<file path="src/rtl/text_overlay_engine.sv">
// text_overlay_engine: two-stage pipelined 5x7 glyph line renderer for VGA.
// Define TEXT_OVERLAY_BLINK_EN to enable frame-counted text blinking.
module text_overlay_engine #(
  parameter int SCALE        = 3,
  parameter int MAX_CHARS    = 16,
  parameter int AW           = 4,
  parameter int BLINK_FRAMES = 30
) (
  input  logic          clk,
  input  logic          reset,
  input  logic          pix_valid,
  input  logic [9:0]    pixel_x,
  input  logic [9:0]    pixel_y,
  input  logic [9:0]    origin_x,
  input  logic [9:0]    origin_y,
  input  logic [11:0]   fg_color,
  input  logic          frame_start,
  input  logic          wr_en,
  input  logic [AW-1:0] wr_addr,
  input  logic [5:0]    wr_char,
  output logic          busy,
  output logic          text_valid,
  output logic          is_text_pixel,
  output logic [11:0]   text_color
);

  localparam logic [9:0]    CELL_W  = 10'(7 * SCALE);
  localparam logic [9:0]    SC      = 10'(SCALE);
  localparam logic [9:0]    SLOTS   = 10'(MAX_CHARS);
  localparam logic [AW:0]   SLOTS_A = (AW + 1)'(MAX_CHARS);
  localparam logic [AW-1:0] LAST    = AW'(MAX_CHARS - 1);
  localparam logic [5:0]    SPACE   = 6'd63;

  typedef enum logic {CLEAR, RUN} state_t;

  state_t        state_q, state_d;
  logic [AW-1:0] ptr_q, ptr_d;
  logic          busy_q, busy_d;

  logic [5:0]    buf_q [2**AW];
  logic          buf_we;
  logic [AW-1:0] buf_wa;
  logic [5:0]    buf_wd;

  // Clear sequencer: fills every slot with space, then hands the port to wr_*.
  always_comb begin
    state_d = state_q;
    ptr_d   = ptr_q;
    busy_d  = busy_q;
    buf_we  = 1'b0;
    buf_wa  = wr_addr;
    buf_wd  = wr_char;
    unique case (state_q)
      CLEAR: begin
        buf_we = 1'b1;
        buf_wa = ptr_q;
        buf_wd = SPACE;
        ptr_d  = ptr_q + 1'b1;
        if (ptr_q == LAST) begin
          state_d = RUN;
          busy_d  = 1'b0;
          ptr_d   = '0;
        end
      end
      RUN: buf_we = wr_en && ({1'b0, wr_addr} < SLOTS_A);
      default: ;
    endcase
  end

  // FSM state, clear pointer and busy flag.
  always_ff @(posedge clk or posedge reset) begin
    if (reset) begin
      state_q <= CLEAR;
      ptr_q   <= '0;
      busy_q  <= 1'b1;
    end else begin
      state_q <= state_d;
      ptr_q   <= ptr_d;
      busy_q  <= busy_d;
    end
  end

  // Line buffer write port; reads are combinational so S2 sees the old char.
  always_ff @(posedge clk) begin
    if (buf_we) buf_q[buf_wa] <= buf_wd;
  end

  logic [9:0]    rel_x, rel_y, slot_full;
  logic          s1_valid_d, s1_valid_q;
  logic          s1_hit_d, s1_hit_q;
  logic [AW-1:0] s1_slot_d, s1_slot_q;
  logic [2:0]    s1_col_d, s1_col_q;
  logic [2:0]    s1_row_d, s1_row_q;
  logic [11:0]   s1_fg_d, s1_fg_q;

  // S1: map the pixel into slot / glyph column / glyph row and box test.
  always_comb begin
    rel_x      = pixel_x - origin_x;
    rel_y      = pixel_y - origin_y;
    slot_full  = rel_x / CELL_W;
    s1_slot_d  = AW'(slot_full);
    s1_col_d   = 3'((rel_x % CELL_W) / SC);
    s1_row_d   = 3'(rel_y / SC);
    s1_valid_d = pix_valid;
    s1_fg_d    = fg_color;
    s1_hit_d   = pix_valid
              && (pixel_x >= origin_x)
              && (pixel_y >= origin_y)
              && (rel_y < CELL_W)
              && (slot_full < SLOTS)
              && (s1_col_d < 3'd5);
  end

  // S1 pipeline registers.
  always_ff @(posedge clk or posedge reset) begin
    if (reset) begin
      s1_valid_q <= 1'b0;
      s1_hit_q   <= 1'b0;
      s1_slot_q  <= '0;
      s1_col_q   <= '0;
      s1_row_q   <= '0;
      s1_fg_q    <= '0;
    end else begin
      s1_valid_q <= s1_valid_d;
      s1_hit_q   <= s1_hit_d;
      s1_slot_q  <= s1_slot_d;
      s1_col_q   <= s1_col_d;
      s1_row_q   <= s1_row_d;
      s1_fg_q    <= s1_fg_d;
    end
  end

  function automatic logic [34:0] font(input logic [5:0] c);
    logic [34:0] g;
    g = '0;
    case (c)
      6'd0:  g = 35'b01110_10001_10001_11111_10001_10001_10001;
      6'd1:  g = 35'b11110_10001_10001_11110_10001_10001_11110;
      6'd2:  g = 35'b01110_10001_10000_10000_10000_10001_01110;
      6'd3:  g = 35'b11110_10001_10001_10001_10001_10001_11110;
      6'd4:  g = 35'b11111_10000_10000_11110_10000_10000_11111;
      6'd5:  g = 35'b11111_10000_10000_11110_10000_10000_10000;
      6'd6:  g = 35'b01110_10001_10000_10111_10001_10001_01111;
      6'd7:  g = 35'b10001_10001_10001_11111_10001_10001_10001;
      6'd8:  g = 35'b01110_00100_00100_00100_00100_00100_01110;
      6'd9:  g = 35'b00111_00010_00010_00010_00010_10010_01100;
      6'd10: g = 35'b10001_10010_10100_11000_10100_10010_10001;
      6'd11: g = 35'b10000_10000_10000_10000_10000_10000_11111;
      6'd12: g = 35'b10001_11011_10101_10101_10001_10001_10001;
      6'd13: g = 35'b10001_10001_11001_10101_10011_10001_10001;
      6'd14: g = 35'b01110_10001_10001_10001_10001_10001_01110;
      6'd15: g = 35'b11110_10001_10001_11110_10000_10000_10000;
      6'd16: g = 35'b01110_10001_10001_10001_10101_10010_01101;
      6'd17: g = 35'b11110_10001_10001_11110_10100_10010_10001;
      6'd18: g = 35'b01111_10000_10000_01110_00001_00001_11110;
      6'd19: g = 35'b11111_00100_00100_00100_00100_00100_00100;
      6'd20: g = 35'b10001_10001_10001_10001_10001_10001_01110;
      6'd21: g = 35'b10001_10001_10001_10001_10001_01010_00100;
      6'd22: g = 35'b10001_10001_10001_10101_10101_10101_01010;
      6'd23: g = 35'b10001_10001_01010_00100_01010_10001_10001;
      6'd24: g = 35'b10001_10001_10001_01010_00100_00100_00100;
      6'd25: g = 35'b11111_00001_00010_00100_01000_10000_11111;
      6'd26: g = 35'b01110_10001_10011_10101_11001_10001_01110;
      6'd27: g = 35'b00100_01100_00100_00100_00100_00100_01110;
      6'd28: g = 35'b01110_10001_00001_00010_00100_01000_11111;
      6'd29: g = 35'b11111_00010_00100_00010_00001_10001_01110;
      6'd30: g = 35'b00010_00110_01010_10010_11111_00010_00010;
      6'd31: g = 35'b11111_10000_11110_00001_00001_10001_01110;
      6'd32: g = 35'b00110_01000_10000_11110_10001_10001_01110;
      6'd33: g = 35'b11111_00001_00010_00100_01000_01000_01000;
      6'd34: g = 35'b01110_10001_10001_01110_10001_10001_01110;
      6'd35: g = 35'b01110_10001_10001_01111_00001_00010_01100;
      default: g = '0;
    endcase
    return g;
  endfunction

  logic show;

`ifdef TEXT_OVERLAY_BLINK_EN
  localparam int BW = (BLINK_FRAMES > 1) ? $clog2(BLINK_FRAMES) : 1;

  logic [BW-1:0] fcnt_q, fcnt_d;
  logic          phase_q, phase_d;

  // Count frame pulses; flip visibility every BLINK_FRAMES frames.
  always_comb begin
    fcnt_d  = fcnt_q;
    phase_d = phase_q;
    if (frame_start) begin
      if (fcnt_q == BW'(BLINK_FRAMES - 1)) begin
        fcnt_d  = '0;
        phase_d = ~phase_q;
      end else begin
        fcnt_d = fcnt_q + 1'b1;
      end
    end
  end

  // Blink counter and phase.
  always_ff @(posedge clk or posedge reset) begin
    if (reset) begin
      fcnt_q  <= '0;
      phase_q <= 1'b0;
    end else begin
      fcnt_q  <= fcnt_d;
      phase_q <= phase_d;
    end
  end

  assign show = ~phase_q;
`else
  logic unused_frame_start;
  assign unused_frame_start = frame_start;
  assign show = 1'b1;
`endif

  logic [5:0]  code;
  logic [34:0] glyph;
  logic [4:0]  row_bits;
  logic        lit;
  logic        tv_d, tv_q;
  logic        pix_d, pix_q;
  logic [11:0] color_d, color_q;

  // S2: fetch the slot's char, pick the glyph row and test the column bit.
  always_comb begin
    code  = buf_q[s1_slot_q];
    glyph = font(code);
    unique case (s1_row_q)
      3'd0:    row_bits = glyph[34:30];
      3'd1:    row_bits = glyph[29:25];
      3'd2:    row_bits = glyph[24:20];
      3'd3:    row_bits = glyph[19:15];
      3'd4:    row_bits = glyph[14:10];
      3'd5:    row_bits = glyph[9:5];
      default: row_bits = glyph[4:0];
    endcase
    lit     = s1_hit_q && (code < 6'd36)
           && row_bits[3'd4 - s1_col_q];
    tv_d    = s1_valid_q;
    pix_d   = lit && show;
    color_d = pix_d ? s1_fg_q : 12'h000;
  end

  // S2 output registers.
  always_ff @(posedge clk or posedge reset) begin
    if (reset) begin
      tv_q    <= 1'b0;
      pix_q   <= 1'b0;
      color_q <= '0;
    end else begin
      tv_q    <= tv_d;
      pix_q   <= pix_d;
      color_q <= color_d;
    end
  end

  assign busy          = busy_q;
  assign text_valid    = tv_q;
  assign is_text_pixel = pix_q;
  assign text_color    = color_q;

endmodule

</file>
<file path="config.mk">
export PLATFORM = sky130hd
export DESIGN_NAME = text_overlay_engine
export DESIGN_NICKNAME = d
export VERILOG_FILES = /design/src/rtl/text_overlay_engine.sv
export SDC_FILE = /design/constraint.sdc
export NUM_CORES = 1
export LEC_CHECK = 0
export ABC_CLOCK_PERIOD_IN_PS = 5700
export BUFFER_PORTS_ARGS = -buffer_cell sky130_fd_sc_hd__buf_2
export CELL_PAD_IN_SITES_DETAIL_PLACEMENT = 0
export CELL_PAD_IN_SITES_GLOBAL_PLACEMENT = 2
export CORE_ASPECT_RATIO = 1.4
export CORE_UTILIZATION = 39
export DETAILED_ROUTE_END_ITERATION = 6
export GPL_ROUTABILITY_DRIVEN = 0
export PLACE_DENSITY_LB_ADDON = 0.2
export SLEW_MARGIN = 10
export SYNTH_ARGS = -nofsm -noshare
export SYNTH_HDL_FRONTEND = slang
export SYNTH_SLANG_ARGS = --single-unit
</file>
<file path="constraint.sdc">
create_clock -name clk -period 5.7 [get_ports clk]
set_input_delay 0.285 -clock clk [delete_from_list [all_inputs] [get_ports clk]]
set_output_delay 0.285 -clock clk [all_outputs]
set_load 0.02 [all_outputs]
</file>
==> metrics.yaml, run 1 <==
outcome:
  outcome: "complete, but fails checks"
  violations: "setup timing"
sta:
  report.final.slew_viol_count: 0
  timing.final.crit_share_pct: 135
  setup_viol: 4
  fin_skew_ps: 7.81
  rsz0062_at_grt: "true"
  hold_viol: 0
  fin_ws_ps: -2000
  finalCriticalPeriod_ps: 7700
  worst-slew-pin-transition_ps: 956
  max_freq_mhz: 130
  slew_headroom_pct: 36.2
floorplan:
  fp.dieW_um: 140
  pin_count: 82
  die_h_um: 195
  rows: 70
  start_util_pct: 39.7
  die-area_mm2: 0.0273
  coreArea_mm2: 0.0262
detailed_routing:
  final_antenna_net_count: 0
  vias: 9810
  wirelength_um: 32700
  drc: 0
  first_iter_violations: 567
  drtPass1Iterations: 4
  wire_per_inst_um: 19.0
  viasPerCell: 5.70
critical_path:
  end_kind: "flip-flop"
  start_kind: "primary input"
  path_class: "in2reg"
  cp_slowest_cell: "a2111o_1"
  required_ps: 6000
  path_max_fanout: 5
  critPathMaxStageDelay_ps: 450
  crit_arrival_ps: 8000
clocking:
  h-tree-depth: 4
  clock_latency_ps: 410
  path_clk_slew_ps: 60
  cts_tree: "yes"
  cts_root_buf: "clkbuf_16"
  cts_sinks: 140
  cts_made_buffers: 17
  clock_path_buffers: 2
synthesis:
  synth_edf_count: 96
  synth_area_leaders: "edfxtp_1, dfrtp_1, mux4_2, ha_1, a21oi_1"
  synth.distinct_cells: 103
  synth_cells: 1094
  synth_nets: 1206
  synth.top_cell.area_share_pct: 27.7
  ys_top_cells_by_count: "nor2_1, edfxtp_1, nand2_1"
  async_flop_share_pct: 31.4
  synthesis.area_mm2: 0.0104
  yosys.area.top_type: "edfxtp_1"
  yosysWarnings: 0
  ys_seq_area_share_pct: 38.3
  synth-seq-cells: 140
  ys.flop_type: "edfxtp_1"
  synth.most_common_cell: "nor2_1"
  syn_area_per_cell_um2: 9.51
finish:
  drive_above_1_share_pct: 34.8
  n_antenna_cell: 0
  layout.cells.non_filler: 1720
  synthToLayoutAreaGrowth_pct: 35.2
  fin_nets: 1495
  fillers: 2345
global_route:
  overflow: 0
  grt_pass1_wl_um: 51000
  grt_pass1_vias: 9949
  antenna_found_initial: 0
  track_usage_pct: 23.8
  grt_start_max_net_pins: 45
placement:
  dp.cells: 1645
  port_buffers: 80
  dp_hpwl_um: 24300
job:
  max_cap_violations: 0
hold_path:
  hold_class: "in2reg"
[metal layers]
| layer | share of wire [%] | up-vias | wire (um) | GRT usage [%] |
|---|---|---|---|---|
| li1 | - | 4703 | - | - |
| met1 | 39 | 4761 | 12700 | 26.2 |
| met2 | 55 | 265 | 17900 | 45.8 |
| met3 | 2.8 | 81 | 913 | 2.31 |
| met4 | 3.5 | 0 | 1130 | 10.1 |
| met5 | 0 | - | 0 | 0 |
[layout by cell type, fill, tap and decap left out, types with 35 or more instances in the layout]
cell / synthesis / final
o21ai_0: 71 / 65
a21oi_1: 85 / 80
ha_1: 43 / 35
dfrtp_1: 43 / 43
inv_1: 54 / 48
buf_2: 4 / 78
buf_4: 1 / 225
nand2_1: 91 / 89
edfxtp_1: 96 / 96
nor2_1: 111 / 107
[area by class of cell]
class | instances | area, um^2 | area share, %
Clock buffer | 18 | 429 | 3.05
Multi-Input combinational cell | 846 | 6540 | 46.5
Timing Repair Buffer | 323 | 2310 | 16.4
Inverter | 55 | 214 | 1.52
Tap cell | 324 | 405 | 2.88
Sequential cell | 140 | 3990 | 28.3
Clock inverter | 14 | 171 | 1.22
[logic make-up after synthesis]
group / share of synthesized area, %
adders and majority gates: 5.87
buffers and inverters: 4.05
and+or+nand+nor: 16.2
DFF: 38.3
muxes: 7.68
xor gates and xnor gates: 3.37
AOI/OAI and AO/OA: 24.5
[repair_timing]
| item | 4_1_cts | 5_1_grt |
|---|---|---|
| endpoints found under the setup margin | 4 | 4 |
| resized for setup | 50 | 22 |
| pin swaps | 35 | 33 |
| hold buffers | 11 | 0 |
| hold endpoints to repair | 11 | 0 |
| buffers inserted | 15 | 20 |
[flip-flops by register name, summed over array words and instances, names as in the netlist, 3 cells and up]
signal and count:
ptr_q 4, text_color 12, buf_q 96, s1_row_q 3
s1_slot_q 4, s1_fg_q 12, s1_col_q 3
[worst max-delay path: cells and delay by family]
family	cells	cell delay, ps
adders and majority gates	6	1400
xor gates and xnor gates	2	310
AOI/OAI and AO/OA	24	4510
buffers and inverters	7	650
and+or+nand+nor	4	840
[through the flow]
stage / instance area, um^2 / TNS (ps) / hold WS (ps) / worst slack [ps] / util [%]
after floorplan: 10600 / -6780 / 316 / -2250 / -
after global placement: 12700 / -8220 / 332 / -2510 / 48.5
after detailed placement: 12700 / -8550 / 340 / -2640 / 48.5
after CTS: 13800 / -5080 / 4.85 / -1820 / 52.7
after global routing: 14100 / -7170 / 10.5 / -2340 / 53.7
final: 14100 / -6050 / 22.7 / -2000 / 53.7
[final timing paths]
| path | from | to | slack (ps) | cells past startpoint |
|---|---|---|---|---|
| max | pixel_x[0] | s1_hit_q$_DFF_PP0_ | -2000 | 43 |
| min | fg_color[3] | s1_fg_q[3]$_DFF_PP0_ | 20 | 1 |
| max reg2reg | s1_slot_q[0]$_DFF_PP0_ | text_color[11]$_DFF_PP0_ | 640 | 17 |
| min reg2reg | s1_valid_q$_DFF_PP0_ | text_valid$_DFF_PP0_ | 350 | 0 |
| max in group asynchronous | reset | s1_row_q[1]$_DFF_PP0_ | 5010 | 2 |
| min in group asynchronous | reset | ptr_q[2]$_DFFE_PP0N_ | 80 | 2 |
Power of run 1 is left out: the tool's default activity adds up to more than one toggle a clock period on the data nets, which glitch-free logic cannot reach.
==> run 2, diff against run 1 <==
--- a/config.mk
+++ b/config.mk
@@ -13,6 +13,7 @@
 export CORE_UTILIZATION = 39
 export DETAILED_ROUTE_END_ITERATION = 6
 export GPL_ROUTABILITY_DRIVEN = 0
+export MAX_ROUTING_LAYER = met4
 export PLACE_DENSITY_LB_ADDON = 0.2
 export SLEW_MARGIN = 10
 export SYNTH_ARGS = -nofsm -noshare
==> metrics.yaml, run 2 (synthesis results as in run 1) <==
global_route:
  grt_pass1_vias: 9947  # -0.020%
  track_usage_pct: 24.5  # +0.73 points
  grt_pass1_wl_um: 51000  # about the same
  overflow: 0  # unchanged
  antenna_found_initial: 0  # unchanged
  grt_start_max_net_pins: 45  # unchanged
clocking:
  clock_latency_ps: 420  # about the same
  cts_sinks: 140  # unchanged
  path_clk_slew_ps: 60  # about the same
  clock_path_buffers: 2  # unchanged
  h-tree-depth: 4  # unchanged
  cts_root_buf: "clkbuf_16"
  cts_tree: "yes"
  cts_made_buffers: 17  # unchanged
finish:
  fin_nets: 1495  # unchanged
  synthToLayoutAreaGrowth_pct: 35.2  # unchanged
  largest_register_ffs: 96  # unchanged
  fillers: 2345  # unchanged
  final_cell_mix: "buf_4, nor2_1, edfxtp_1, nand2_1, a21oi_1"
  n_antenna_cell: 0  # unchanged
  top_register: "buf_q"
  drive_above_1_share_pct: 34.8  # unchanged
  final_common_cell: "buf_4"
detailed_routing:
  drtPass1Iterations: 5  # +1
  drc: 0  # unchanged
  wire_per_inst_um: 19.0  # +0.12%
  viasPerCell: 5.73  # +0.52%
  wirelength_um: 32700  # +0.12%
  final_antenna_net_count: 0  # unchanged
  first_iter_violations: 554  # -2.3%
  vias: 9861  # +0.52%
sta:
  fin_skew_ps: 10.2  # +2.41 ps
  hold_viol: 0  # unchanged
  max_freq_mhz: 130  # about the same
  finalCriticalPeriod_ps: 7710  # +4.44 ps
  setup_viol: 4  # unchanged
  fin_ws_ps: -2010  # -4.44 ps
  rsz0062_at_grt: "true"
  report.final.slew_viol_count: 0  # unchanged
  slew_headroom_pct: 36.1  # -0.14 points
  worst-slew-pin-transition_ps: 958  # +2.07 ps
  timing.final.crit_share_pct: 135  # about the same
floorplan:
  start_util_pct: 39.7  # unchanged
  fp.dieW_um: 140  # unchanged
  die-area_mm2: 0.0273  # unchanged
  die_h_um: 195  # unchanged
  coreArea_mm2: 0.0262  # unchanged
  rows: 70  # unchanged
  pin_count: 82  # unchanged
critical_path:
  end_kind: "flip-flop"
  cp_slowest_cell: "a2111o_1"
  critPathMaxStageDelay_ps: 450  # about the same
  path_class: "in2reg"
  crit_path_start: "pixel_x[0]"
  crit_arrival_ps: 8000  # about the same
  start_kind: "primary input"
  r2r-start: "s1_slot_q[0]$_DFF_PP0_"
  path_max_fanout: 5  # unchanged
  required_ps: 6000  # about the same
outcome:
  outcome: "complete, but fails checks"
  violations: "setup timing"
placement:
  dp_slack_ps: -2640  # unchanged
  dp_hpwl_um: 24300  # unchanged
  port_buffers: 80  # unchanged
hold_path:
  min-delay-start: "fg_color[3]"
  hold_class: "in2reg"
job:
  max_cap_violations: 0  # unchanged
run 2: what timing repair did:
| item | 4_1_cts | 5_1_grt |
|---|---|---|
| resized for setup | 50 | 22 |
| hold endpoints to repair | 11 | 0 |
| endpoints found under the setup margin | 4 | 4 |
| pin swaps | 35 | 33 |
| buffers inserted | 15 | 20 |
| hold buffers | 11 | 0 |
run 2: final timing paths:
check / depth (start not counted) / endpoint / slack, ps
worst max-delay path: 43 / s1_hit_q$_DFF_PP0_ / -2010
worst min-delay path: 1 / s1_fg_q[3]$_DFF_PP0_ / 30
worst max register to register: 20 / text_color[11]$_DFF_PP0_ / 610
worst min register to register: 0 / text_valid$_DFF_PP0_ / 350
max in group asynchronous: 2 / s1_row_q[1]$_DFF_PP0_ / 5010
min in group asynchronous: 2 / ptr_q[2]$_DFFE_PP0N_ / 80
run 2: stage by stage:
step / cell area, um^2 / setup TNS (ps) / cells / hold WS (ps) / utilization [%]
2_1_floorplan: 10600 / -6780 / 1094 / 316 / -
3_3_place_gp: 12700 / -8220 / 1645 / 332 / 48.5
3_5_place_dp: 12700 / -8550 / 1645 / 340 / 48.5
4_1_cts: 13800 / -5080 / 1702 / 4.85 / 52.7
5_1_grt: 14100 / -7170 / 1720 / 10.5 / 53.7
6_report: 14100 / -6060 / 1720 / 27.6 / 53.7
run 2: metal layers:
metal	vias up	routed length [um]	track usage (%)
li1	4711	-	-
met5	-	0	-
met3	91	940	2.38
met2	276	17900	45.7
met4	0	1190	10.1
met1	4783	12700	26.3
run 2: final cells by class:
cell class / instances / area (um^2) / area share [%]
flip-flops and latches: 140 / 3990 / 28.3
repair buffers: 323 / 2310 / 16.4
multi-input cells: 846 / 6540 / 46.5
well taps: 324 / 405 / 2.88
clock buffers: 18 / 429 / 3.05
inverters: 55 / 214 / 1.52
clock inverters: 14 / 171 / 1.22
run 2: critical path: cells and delay by family:
kind            cells  cell delay (ps)
compound gates     24             4500
xor+xnor            2              320
fa+ha+maj           6             1410
buf+inv             7              670
simple gates        4              840
Power of run 2 is left out for the same reason.
==> run 3, diff against run 2 <==
--- a/config.mk
+++ b/config.mk
@@ -15,6 +15,7 @@
 export GPL_ROUTABILITY_DRIVEN = 0
 export MAX_ROUTING_LAYER = met4
 export PLACE_DENSITY_LB_ADDON = 0.2
+export REMOVE_ABC_BUFFERS = 1
 export SLEW_MARGIN = 10
 export SYNTH_ARGS = -nofsm -noshare
 export SYNTH_HDL_FRONTEND = slang
==> metrics.yaml, run 3 (synthesis results as in run 1) <==
critical_path:
  cp_slowest_cell: "o41a_1"
  crit_arrival_ps: 7970  # -30 ps
  rr_endpoint: "text_color[10]$_DFF_PP0_"
  path_buf_inv: 11  # +4
  end_kind: "flip-flop"
  reg2reg_depth: 15  # -25%
  required_ps: 6010  # about the same
  path_max_fanout: 6  # +1
  cp_top_family: "compound AO/OA/AOI/OAI gates"
  critPathMaxStageDelay_ps: 460  # about the same
  r2r-start: "s1_slot_q[0]$_DFF_PP0_"
  start_kind: "primary input"
  path_class: "in2reg"
  r2r_slack_ps: 700  # +90 ps
sta:
  fin_ws_ps: -1950  # +51.6 ps
  max_freq_mhz: 131  # +0.67%
  report.final.slew_viol_count: 0  # unchanged
  rsz0062_at_grt: "true"
  finalCriticalPeriod_ps: 7650  # -51.6 ps
  setup_viol: 4  # unchanged
  timing.final.crit_share_pct: 134  # -0.91 points
  hold_viol: 0  # unchanged
  whs_ps: 16.6  # -10.9 ps
  worst-slew-pin-transition_ps: 998  # +40.5 ps
  fin_skew_ps: 9.85  # -0.375 ps
  slew_headroom_pct: 31.6  # -4.5 points
floorplan:
  coreArea_mm2: 0.0262  # unchanged
  fp.dieW_um: 140  # unchanged
  die-area_mm2: 0.0273  # unchanged
  pin_count: 82  # unchanged
  start_util_pct: 39.7  # unchanged
  die_h_um: 195  # unchanged
  rows: 70  # unchanged
finish:
  post-route-util_pct: 53.5  # -0.16 points
  fin_nets: 1487  # -0.54%
  final_common_cell: "buf_4"
  seq_area_mm2: 0.00399  # unchanged
  largest_register_ffs: 96  # unchanged
  multiInputGateArea_mm2: 0.00656  # +0.23%
  fillers: 2331  # -0.60%
  synthToLayoutAreaGrowth_pct: 34.8
  drive_above_1_share_pct: 35.6  # +0.78 points
  final_cell_mix: "buf_4, nor2_1, edfxtp_1, nand2_1, a21oi_1"
  n_antenna_cell: 0  # unchanged
  top_register: "buf_q"
hold_path:
  hold_end: "s1_valid_q$_DFF_PP0_"
  min-delay-start: "pix_valid"
  hold_path_depth: 1  # unchanged
  hold_class: "in2reg"
detailed_routing:
  final_antenna_net_count: 0  # unchanged
  first_iter_violations: 562  # +1.4%
  drc: 0  # unchanged
  drtPass1Iterations: 5  # unchanged
  vias: 9805  # -0.57%
  wirelength_um: 32300  # -1.4%
  wire_per_inst_um: 18.8  # -0.90%
  viasPerCell: 5.73  # -0.10%
clocking:
  cts_made_buffers: 17  # unchanged
  clock_latency_ps: 430  # about the same
  clock_path_buffers: 2  # unchanged
  cts_tree: "yes"
  h-tree-depth: 4  # unchanged
  cts_sinks: 140  # unchanged
  cts_root_buf: "clkbuf_16"
  path_clk_slew_ps: 60  # about the same
global_route:
  grt_start_max_net_pins: 45  # unchanged
  grt_pass1_vias: 9867  # -0.80%
  overflow: 0  # unchanged
  antenna_found_initial: 0  # unchanged
  grt_pass1_wl_um: 51600  # +1.1%
  track_usage_pct: 24.8  # +0.29 points
job:
  max_cap_violations: 0  # unchanged
outcome:
  outcome: "complete, but fails checks"
  violations: "setup timing"
placement:
  port_buffers: 80  # unchanged
  dp_hpwl_um: 24100  # -1.0%
[run 3: how the worst max path moves through the flow]
stage | startpoint | end | slack (ps) | depth (start not counted)
after floorplan | pixel_x[0] | s1_hit_q$_DFF_PP0_ | -3260 | 38
after global placement | pixel_x[0] | s1_hit_q$_DFF_PP0_ | -2890 | 38
after detailed placement | pixel_x[0] | s1_hit_q$_DFF_PP0_ | -3050 | 42
after CTS | pixel_x[0] | s1_hit_q$_DFF_PP0_ | -1860 | 44
after global routing | origin_x[7] | s1_hit_q$_DFF_PP0_ | -2210 | 41
final | pixel_x[1] | s1_hit_q$_DFF_PP0_ | -1950 | 43
[run 3: worst register-to-register path, stage by stage, from the launching register on]
cell,delay (ps)
dfrtp_1,370
buf_12,230
mux4_2,580
mux4_2,500
inv_1,190
ha_1,530
nand2_1,340
a311oi_1,470
a21oi_1,120
o21ai_0,210
a221oi_1,100
a41oi_1,340
nor2_1,90
o22ai_1,170
o2111a_1,470
and2_1,220
[run 3: per-stage QoR]
stage / instances / TNS [ps] / setup slack (ps) / cell area, um^2
2_1_floorplan: 1041 / -20750 / -3260 / 10200
3_3_place_gp: 1634 / -9400 / -2890 / 12400
3_5_place_dp: 1634 / -9910 / -3050 / 12400
4_1_cts: 1702 / -5560 / -1860 / 13800
5_1_grt: 1712 / -6970 / -2210 / 14000
6_report: 1712 / -6080 / -1950 / 14000
[run 3: final cells by class]
type / instances / area share [%]
well taps: 324 / 2.89
multi-input cells: 846 / 46.8
repair buffers: 315 / 16.3
inverters: 55 / 1.54
flip-flops and latches: 140 / 28.4
clock inverters: 15 / 1.05
clock buffers: 17 / 3.03
[run 3: routing by layer]
layer  GRT usage (%)  vias up  routed length (um)
met5               -        -                   0
met4            9.40        0                1130
met3            2.67       78                1260
met2            46.4      328               17700
met1            26.6     4700               12200
li1                -     4699                   -
[run 3: repair_timing]
| action | in CTS | in global routing |
|---|---|---|
| hold buffers | 12 | 0 |
| endpoints found under the hold margin | 12 | 0 |
| endpoints found under the setup margin | 4 | 4 |
| buffers inserted | 26 | 10 |
| gates resized for setup | 104 | 26 |
| pin swaps | 58 | 9 |
Power of run 3 is left out for the same reason.
